[src/rtl/temp_entry.sv]
// temp_entry: keypad front end for the temperature monitor.
// Collects up to three BCD digits plus a sign from single-cycle key strobes,
// commits them as the current reading on ENTER, then forms |curr| - |prev|
// with a digit-serial BCD subtractor and pulses got_value when the result
// is published.
//
// Ports
//   clk             system clock, rising edge
//   rst             asynchronous reset, active low
//   key_valid       one-cycle strobe qualifying key_code
//   key_code[3:0]   0-9 digit, A sign toggle, C clear, E enter
//   bcd_press[2:0]  digits held in the entry buffer (0..3)
//   curr_*_value    committed reading, BCD HT.O
//   curr_sign_mode  sign of committed reading (1 = negative)
//   temp_sign_mode  sign of previous reading
//   out_huns/tens/ones  |curr| - |prev| magnitude, BCD
//   diff_read[2:0]  readings committed, saturates at 2
//   got_value       one-cycle pulse, outputs valid
//   busy            commit/subtract in progress, keys dropped
//
// state | meaning
// ------+-----------------------------------------------------------
// IDLE  | accepting keys
// LOAD  | reading just committed (curr_* already updated)
// CMP   | order magnitudes into minuend / subtrahend
// SUB0  | subtract ones digit
// SUB1  | subtract tens digit
// SUB2  | subtract hundreds digit, publish out_*
// DONE  | got_value asserted for one cycle

module temp_entry (
    input  logic       clk,
    input  logic       rst,
    input  logic       key_valid,
    input  logic [3:0] key_code,
    output logic [2:0] bcd_press,
    output logic [3:0] curr_huns_value,
    output logic [3:0] curr_tens_value,
    output logic [3:0] curr_ones_value,
    output logic       curr_sign_mode,
    output logic       temp_sign_mode,
    output logic [3:0] out_huns,
    output logic [3:0] out_tens,
    output logic [3:0] out_ones,
    output logic [2:0] diff_read,
    output logic       got_value,
    output logic       busy
);

    typedef enum logic [2:0] {
        IDLE = 3'd0,
        LOAD = 3'd1,
        CMP  = 3'd2,
        SUB0 = 3'd3,
        SUB1 = 3'd4,
        SUB2 = 3'd5,
        DONE = 3'd6
    } state_t;

    localparam logic [3:0] KEY_SIGN  = 4'hA;
    localparam logic [3:0] KEY_CLEAR = 4'hC;
    localparam logic [3:0] KEY_ENTER = 4'hE;

    state_t state, state_next;

    logic [3:0]  entry_huns, entry_tens, entry_ones;
    logic        entry_sign;
    logic [11:0] prev_mag;
    logic [11:0] minuend, subtrahend;
    logic        borrow;
    logic [3:0]  res_ones, res_tens;

    logic        idle_key;
    logic        enter_ok;
    logic [11:0] curr_mag;
    logic [4:0]  sub_ones, sub_tens, sub_huns;

    // One BCD digit of a - b - bin; returns {borrow_out, digit}.
    function automatic logic [4:0] bcd_sub(input logic [3:0] a,
                                           input logic [3:0] b,
                                           input logic       bin);
        logic [4:0] d;
        d = {1'b0, a} - {1'b0, b} - {4'b0000, bin};
        if (d[4]) begin
            bcd_sub = {1'b1, d[3:0] + 4'd10};
        end else begin
            bcd_sub = {1'b0, d[3:0]};
        end
    endfunction

    assign idle_key = (state == IDLE) && key_valid;
    assign enter_ok = idle_key && (key_code == KEY_ENTER) && (bcd_press != 3'd0);
    assign curr_mag = {curr_huns_value, curr_tens_value, curr_ones_value};

    // borrow holds the carry from the previous digit stage at each step
    assign sub_ones = bcd_sub(minuend[3:0],  subtrahend[3:0],  1'b0);
    assign sub_tens = bcd_sub(minuend[7:4],  subtrahend[7:4],  borrow);
    assign sub_huns = bcd_sub(minuend[11:8], subtrahend[11:8], borrow);

    always_ff @(posedge clk or negedge rst) begin
        if (!rst) begin
            state <= IDLE;
        end else begin
            state <= state_next;
        end
    end

    always_comb begin
        state_next = state;
        busy       = 1'b1;
        got_value  = 1'b0;
        case (state)
            IDLE: begin
                busy = 1'b0;
                if (enter_ok) begin
                    state_next = LOAD;
                end
            end
            LOAD: state_next = CMP;
            CMP:  state_next = SUB0;
            SUB0: state_next = SUB1;
            SUB1: state_next = SUB2;
            SUB2: state_next = DONE;
            DONE: begin
                got_value  = 1'b1;
                state_next = IDLE;
            end
            default: state_next = IDLE;
        endcase
    end

    always_ff @(posedge clk or negedge rst) begin
        if (!rst) begin
            entry_huns      <= 4'd0;
            entry_tens      <= 4'd0;
            entry_ones      <= 4'd0;
            entry_sign      <= 1'b0;
            bcd_press       <= 3'd0;
            curr_huns_value <= 4'd0;
            curr_tens_value <= 4'd0;
            curr_ones_value <= 4'd0;
            curr_sign_mode  <= 1'b0;
            temp_sign_mode  <= 1'b0;
            prev_mag        <= 12'd0;
            diff_read       <= 3'd0;
            minuend         <= 12'd0;
            subtrahend      <= 12'd0;
            borrow          <= 1'b0;
            res_ones        <= 4'd0;
            res_tens        <= 4'd0;
            out_huns        <= 4'd0;
            out_tens        <= 4'd0;
            out_ones        <= 4'd0;
        end else begin
            case (state)
                IDLE: begin
                    if (idle_key) begin
                        if (key_code <= 4'd9) begin
                            if (bcd_press < 3'd3) begin
                                entry_huns <= entry_tens;
                                entry_tens <= entry_ones;
                                entry_ones <= key_code;
                                bcd_press  <= bcd_press + 3'd1;
                            end
                        end else if (key_code == KEY_SIGN) begin
                            entry_sign <= ~entry_sign;
                        end else if (key_code == KEY_CLEAR) begin
                            entry_huns <= 4'd0;
                            entry_tens <= 4'd0;
                            entry_ones <= 4'd0;
                            entry_sign <= 1'b0;
                            bcd_press  <= 3'd0;
                        end else if (enter_ok) begin
                            // Commit lands on the accepting edge so curr_* are
                            // already visible during the LOAD cycle.
                            if (diff_read == 3'd0) begin
                                prev_mag       <= {entry_huns, entry_tens, entry_ones};
                                temp_sign_mode <= entry_sign;
                            end else begin
                                prev_mag       <= curr_mag;
                                temp_sign_mode <= curr_sign_mode;
                            end
                            curr_huns_value <= entry_huns;
                            curr_tens_value <= entry_tens;
                            curr_ones_value <= entry_ones;
                            curr_sign_mode  <= entry_sign;
                            if (diff_read != 3'd2) begin
                                diff_read <= diff_read + 3'd1;
                            end
                            entry_huns <= 4'd0;
                            entry_tens <= 4'd0;
                            entry_ones <= 4'd0;
                            entry_sign <= 1'b0;
                            bcd_press  <= 3'd0;
                        end
                    end
                end
                CMP: begin
                    // BCD digit order preserves numeric order, so a plain
                    // 12-bit compare picks the larger magnitude.
                    if (curr_mag >= prev_mag) begin
                        minuend    <= curr_mag;
                        subtrahend <= prev_mag;
                    end else begin
                        minuend    <= prev_mag;
                        subtrahend <= curr_mag;
                    end
                    borrow <= 1'b0;
                end
                SUB0: begin
                    res_ones <= sub_ones[3:0];
                    borrow   <= sub_ones[4];
                end
                SUB1: begin
                    res_tens <= sub_tens[3:0];
                    borrow   <= sub_tens[4];
                end
                SUB2: begin
                    out_ones <= res_ones;
                    out_tens <= res_tens;
                    out_huns <= sub_huns[3:0];
                    borrow   <= sub_huns[4];
                end
                default: ;
            endcase
        end
    end

endmodule

[config.mk]
export PLATFORM = sky130hd
export DESIGN_NAME = temp_entry
export DESIGN_NICKNAME = d
export VERILOG_FILES = /design/src/rtl/temp_entry.sv
export SDC_FILE = /design/constraint.sdc
export NUM_CORES = 1
export LEC_CHECK = 0
export BUFFER_PORTS_ARGS = -buffer_cell sky130_fd_sc_hd__buf_2
export CAP_MARGIN = 20
export CORE_MARGIN = 8
export CORE_UTILIZATION = 30
export CTS_BUF_LIST = sky130_fd_sc_hd__clkbuf_4 sky130_fd_sc_hd__clkbuf_8
export CTS_CLUSTER_DIAMETER = 80
export DETAILED_ROUTE_END_ITERATION = 6
export PLACE_DENSITY_LB_ADDON = 0.2
export SLEW_MARGIN = 20
export SYNTH_ARGS = -nofsm -noshare
export SYNTH_HDL_FRONTEND = slang
export SYNTH_SLANG_ARGS = --single-unit
[constraint.sdc]
create_clock -name clk -period 3 [get_ports clk]
set_input_delay 0.6 -clock clk [delete_from_list [all_inputs] [get_ports clk]]
set_output_delay 0.6 -clock clk [all_outputs]
set_load 0.02 [all_outputs]
==> out/metrics.yaml, run 1 <==
status: "complete, no violations"
crit_required_ns: 3.30
dpl.hpwl_mm: 7.31
multi_input_area_sq_um: 2360
seq_area_frac_synth_pct: 46.6
synthCells: 497
ys_ff_latch: 93
place_ws_ns: 0.594
htreeDepth: 3
wirelength_mm: 10.0
ys_warn_count: 0
timing.final.crit_period_ns: 2.43
gp_congestion: 0.744
max_slew_margin_pct: 57.1
rsz0062_at_grt: "false"
drive_above_1_share_pct: 15.6
fin_skew_ns: 0.0102
rrSetupSlack_ns: 0.57
final-setup-viol-count: 0
cts_hold_buffers: 0
fillers: 1696
syn-cell-area_sq_um: 4990
die_h_um: 145
cts.sinks: 93
initial_core_util_pct: 30.4
clockBufferDepth: 2
vias_per_cell: 4.46
tns_ns: 0
first_pass_iters: 4
placed_area_sq_um: 5450
cp-start-kind: "register"
grt_use_total_pct: 9.97
synth_cell_types: 40
grt_max_degree: 50
dieWidth_um: 145
grt_antenna_before_repair: 0
finalCoreUtilization_pct: 34.4
grt_pass1_vias: 3386
cts_resized: 0
cts_buffers: 9
wl_per_cell_um: 13.2
cp_data_arrival_time_ns: 2.73
cts_setup_buffers: 0
max_freq_ghz: 0.412
vias: 3384
layout_common_cells: "dfrtp_1, o21ai_0, inv_1"
syn_nets: 545
ios: 41
critPathMaxFanout: 5
clock_latency_ns: 0.37
fin_crit_sh_pct: 81.0
hold_path.class: "in -> async"
io_buffers: 40
grt_first_pass_wirelength_mm: 17.1
cts_root_buf: "clkbuf_8"
final_cell_area_sq_um: 5640
core-area_sq_um: 16400
worstSetupPathType: "reg -> reg"
largestRegisters: "minuend x12, prev_mag x12, subtrahend x12"
clk_pin_slew_worst_paths_ns: 0.08
final_common_cell: "dfrtp_1"
ant_nets: 0
register_area_sq_um: 2330
cts_tree: "done"
tightest_slew_ns: 0.643
hold_viol_final: 0
cp-end-kind: "register"
row_count: 47
drv_cap: 0
syn-mean-instance-area_sq_um: 10.0
num_antenna_cells: 0
drc: 0
area_delta_synth_final_pct: 12.9
drt_iter0_markers: 134
die-area_sq_um: 21000
worst_slack_ns: 0.571
num-nets-final: 583
drv_slew: 0
grt_overflow: 0
-- cells by family (layout without fill, tap and decap cells) --
group | after synthesis | after routing | synth area share (%)
and+or+nand+nor | 115 | 115 | 10.9
buffers and inverters | 76 | 118 | 6.36
muxes | 53 | 53 | 11.0
xor gates and xnor gates | 14 | 14 | 2.73
DFF | 93 | 93 | 46.6
adders and majority gates | 41 | 41 | 11.0
AOI/OAI and AO/OA | 105 | 105 | 11.4
-- metal layers --
metal | vias up | share of wire (%) | global-route usage (%)
met5 | - | 0 | 0
met4 | 0 | 0.94 | 2.68
met3 | 6 | 5.0 | 4.01
met2 | 47 | 43 | 15.1
met1 | 1581 | 51 | 12.9
li1 | 1750 | - | -
-- synthesized netlist by cell type, drive strengths merged --
library cell | n | share of area [%]
buf | 6 | 1.1
or3 | 1 | 0.13
a22o | 1 | 0.18
mux2 | 14 | 3.2
a221oi | 1 | 0.30
mux2i | 39 | 7.8
ha | 36 | 9.0
nor2b | 5 | 0.63
o211ai | 1 | 0.15
a32oi | 1 | 0.18
nand2b | 4 | 0.50
inv | 54 | 4.1
fa | 5 | 2.0
a211oi | 1 | 0.15
xnor3 | 1 | 0.45
nand2 | 42 | 3.2
nand3b | 6 | 0.90
xor2 | 7 | 1.2
nor3 | 4 | 0.60
a221o | 1 | 0.20
a21oi | 38 | 3.9
nand3 | 14 | 1.4
nor4 | 1 | 0.13
nor2 | 30 | 2.3
nand4 | 1 | 0.13
o2111ai | 1 | 0.18
and2 | 1 | 0.13
or4 | 3 | 0.45
clkbuf | 16 | 1.2
and3 | 1 | 0.13
o21ai | 57 | 5.7
nor3b | 2 | 0.40
xnor2 | 6 | 1.1
dfrtp | 93 | 47
a21o | 3 | 0.45
-- metrics by stage --
| step | cells | hold WS (ns) |
|---|---|---|
| floorplan | 497 | 0.304 |
| global route | 759 | 0.280 |
| detailed placement | 744 | 0.466 |
| finish | 759 | 0.252 |
| CTS | 759 | 0.265 |
| global placement | 744 | 0.460 |
-- layout make-up --
class / instances / share of cell area [%]
clock buffers: 14 / 3.20
clock inverters: 1 / 0.0888
flip-flops and latches: 93 / 41.3
repair buffers: 49 / 5.02
inverters: 54 / 3.60
well taps: 220 / 4.88
multi-input cells: 328 / 41.9
-- critical path, stage by stage, from the launching register on --
cell and delay, ns:
dfrtp_1 0.41, fa_1 0.47, fa_1 0.41, nand2b_1 0.16, a21oi_1 0.17, xnor2_1 0.17
or4_1 0.49, nand3_1 0.09
-- worst paths after layout --
check,from,endpoint,cells after the start
worst max-delay path,minuend[4],res_tens[3],7
min in group clk,res_tens[2],res_tens[2],2
worst max register to register,minuend[4],res_tens[3],7
worst min-delay path,rst,out_huns[2],1
max in group asynchronous,rst,diff_read[0],2
worst min register to register,res_tens[2],res_tens[2],2
Power of run 1 is left out: the tool's default activity adds up to more than one toggle a clock period on the data nets, which glitch-free logic cannot reach.
==> run 2, diff against run 1 <==
clock period = 2.2 ns   (was 3 ns; I/O delays follow)
==> out/metrics.yaml, run 2 (synthesis gave the netlist of run 1 again) <==
status: "complete, but fails checks"  # was complete, no violations
violations: "setup timing"
max_slew_margin_pct: 67.0  # was 57.1%
grt_max_degree: 52  # was 50
drc: 0  # unchanged
wl_per_cell_um: 13.3  # was 13.2 um
drv_slew: 0  # unchanged
dieWidth_um: 145  # unchanged
drive_above_1_share_pct: 24.3  # was 15.6%
grt_first_pass_wirelength_mm: 17.9  # was 17.1 mm
cts_buffers: 9  # unchanged
cpMaxStageDelayCell: "or4_1"  # unchanged
tightest_slew_ns: 0.495  # was 0.643 ns
initial_core_util_pct: 30.4  # unchanged
crit_required_ns: 2.51  # was 3.30 ns
die-area_sq_um: 21000  # unchanged
final-setup-viol-count: 2  # was 0
final_common_cell: "dfrtp_1"  # unchanged
htreeDepth: 3  # unchanged
cts.sinks: 93  # unchanged
core-area_sq_um: 16400  # unchanged
met3_length_um: 643  # was 505 um
fin_skew_ns: 0.00997  # was 0.0102 ns
ant_nets: 0  # unchanged
first_pass_iters: 4  # unchanged
crit_chain: "inv_2 > fa_2 > fa_2 > xor2_2 > ha_2 > or4_1 > nand3_1"  # was fa_1 > fa_1 > nand2b_1 > a21oi_1 > xnor2_1 > or4_1 > nand3_1
worstSetupPathType: "reg -> reg"  # unchanged
topRoutingLayerUsed: "met4"  # unchanged
cts_root_buf: "clkbuf_8"  # unchanged
cts_tree: "done"  # unchanged
drv_cap: 0  # unchanged
gp_congestion: 0.755  # was 0.744
wirelength_mm: 10.6  # was 10.0 mm
vias: 3560  # was 3384
wl_met2_mm: 4.83  # was 4.32 mm
rsz0062_at_grt: "true"  # was false
wl_met1_mm: 4.99  # was 5.10 mm
max_stage_delay_ns: 0.51  # was 0.49 ns
drt_iter0_markers: 150  # was 134
num_antenna_cells: 0  # unchanged
hold_viol_final: 0  # unchanged
fin_crit_sh_pct: 101  # was 81.0%
cp-start-kind: "register"  # unchanged
clock_latency_ns: 0.37  # about the same
grt_use_total_pct: 10.3  # was 9.97%
timing.final.crit_period_ns: 2.21  # was 2.43 ns
max_freq_ghz: 0.452  # was 0.412 GHz
cp-end-kind: "register"  # unchanged
die_h_um: 145  # unchanged
grt_antenna_before_repair: 0  # unchanged
cts_hold_buffers: 0  # unchanged
largestRegisters: "minuend x12, prev_mag x12, subtrahend x12"  # unchanged
dpl.hpwl_mm: 7.68  # was 7.31 mm
num-nets-final: 618  # was 583
hold_path.class: "in -> async"  # unchanged
clk_pin_slew_worst_paths_ns: 0.09  # was 0.08 ns
critPathMostFrequentCell: "fa_2"  # was fa_1
clockBufferDepth: 2  # unchanged
grt_pass1_vias: 3659  # was 3386
area_delta_synth_final_pct: 21.9  # was 12.9%
worst_slack_ns: -0.0137  # was 0.571 ns
ios: 41  # unchanged
grt_overflow: 0  # unchanged
place_ws_ns: -0.0902  # was 0.594 ns
row_count: 47  # unchanged
vias_per_cell: 4.48  # was 4.46
io_buffers: 40  # unchanged
cp_data_arrival_time_ns: 2.52  # was 2.73 ns
critPathMaxFanout: 2  # was 5
layout_common_cells: "dfrtp_1, inv_1, o21ai_0"  # was dfrtp_1, o21ai_0, inv_1
## run 2: timing repair
action                     in CTS  in global routing
pin swaps                      10                  7
buffers inserted                4                  7
gates cloned                    0                  2
resized for setup              13                 11
setup endpoints to repair       9                 21
## run 2: metal layers
metal	vias to the layer above	track usage [%]
met5	-	0
met4	0	2.52
li1	1826	-
met1	1669	13.2
met2	57	16.1
met3	8	3.67
## run 2: worst paths after layout
path                                   to  cells after the start      startpoint  slack [ns]
hold / removal                out_huns[3]                      1             rst        0.02
setup / recovery              res_tens[3]                      7   subtrahend[4]       -0.01
min in group clk            entry_ones[0]                      3     key_code[0]        0.34
max in group asynchronous        state[2]                      2             rst        1.51
hold reg to reg            temp_sign_mode                      2  temp_sign_mode        0.48
setup reg to reg              res_tens[3]                      7   subtrahend[4]       -0.01
## run 2: metrics by stage
step	area, sq um	util [%]	TNS, ns	std cells	hold slack [ns]
detailed placement	5660	34.5	-0.384	766	0.439
global placement	5660	34.5	-0.139	766	0.441
global route	6090	37.1	-0.376	795	0.0259
CTS	5960	36.3	-0.0746	786	0.0187
floorplan	5020	-	-0.0237	497	0.144
finish	6090	37.1	-0.0261	795	0.0249
## run 2: final cells by class
cell class                      count  area, sq um
Timing Repair Buffer               84          609
Tap cell                          220          275
Inverter                           54          203
Clock buffer                       10          131
Fill cell                        1666        10300
Clock inverter                      6         87.6
Sequential cell                    93         2330
Multi-Input combinational cell    328         2450
## run 2: worst max-delay path, delay by kind of cell (launching register included)
kind | cells | cell delay [ns]
adders and majority gates | 3 | 0.98
and+or+nand+nor | 2 | 0.59
DFF | 1 | 0.37
xor gates and xnor gates | 1 | 0.16
buffers and inverters | 1 | 0.05
Power of run 2 is left out for the same reason.
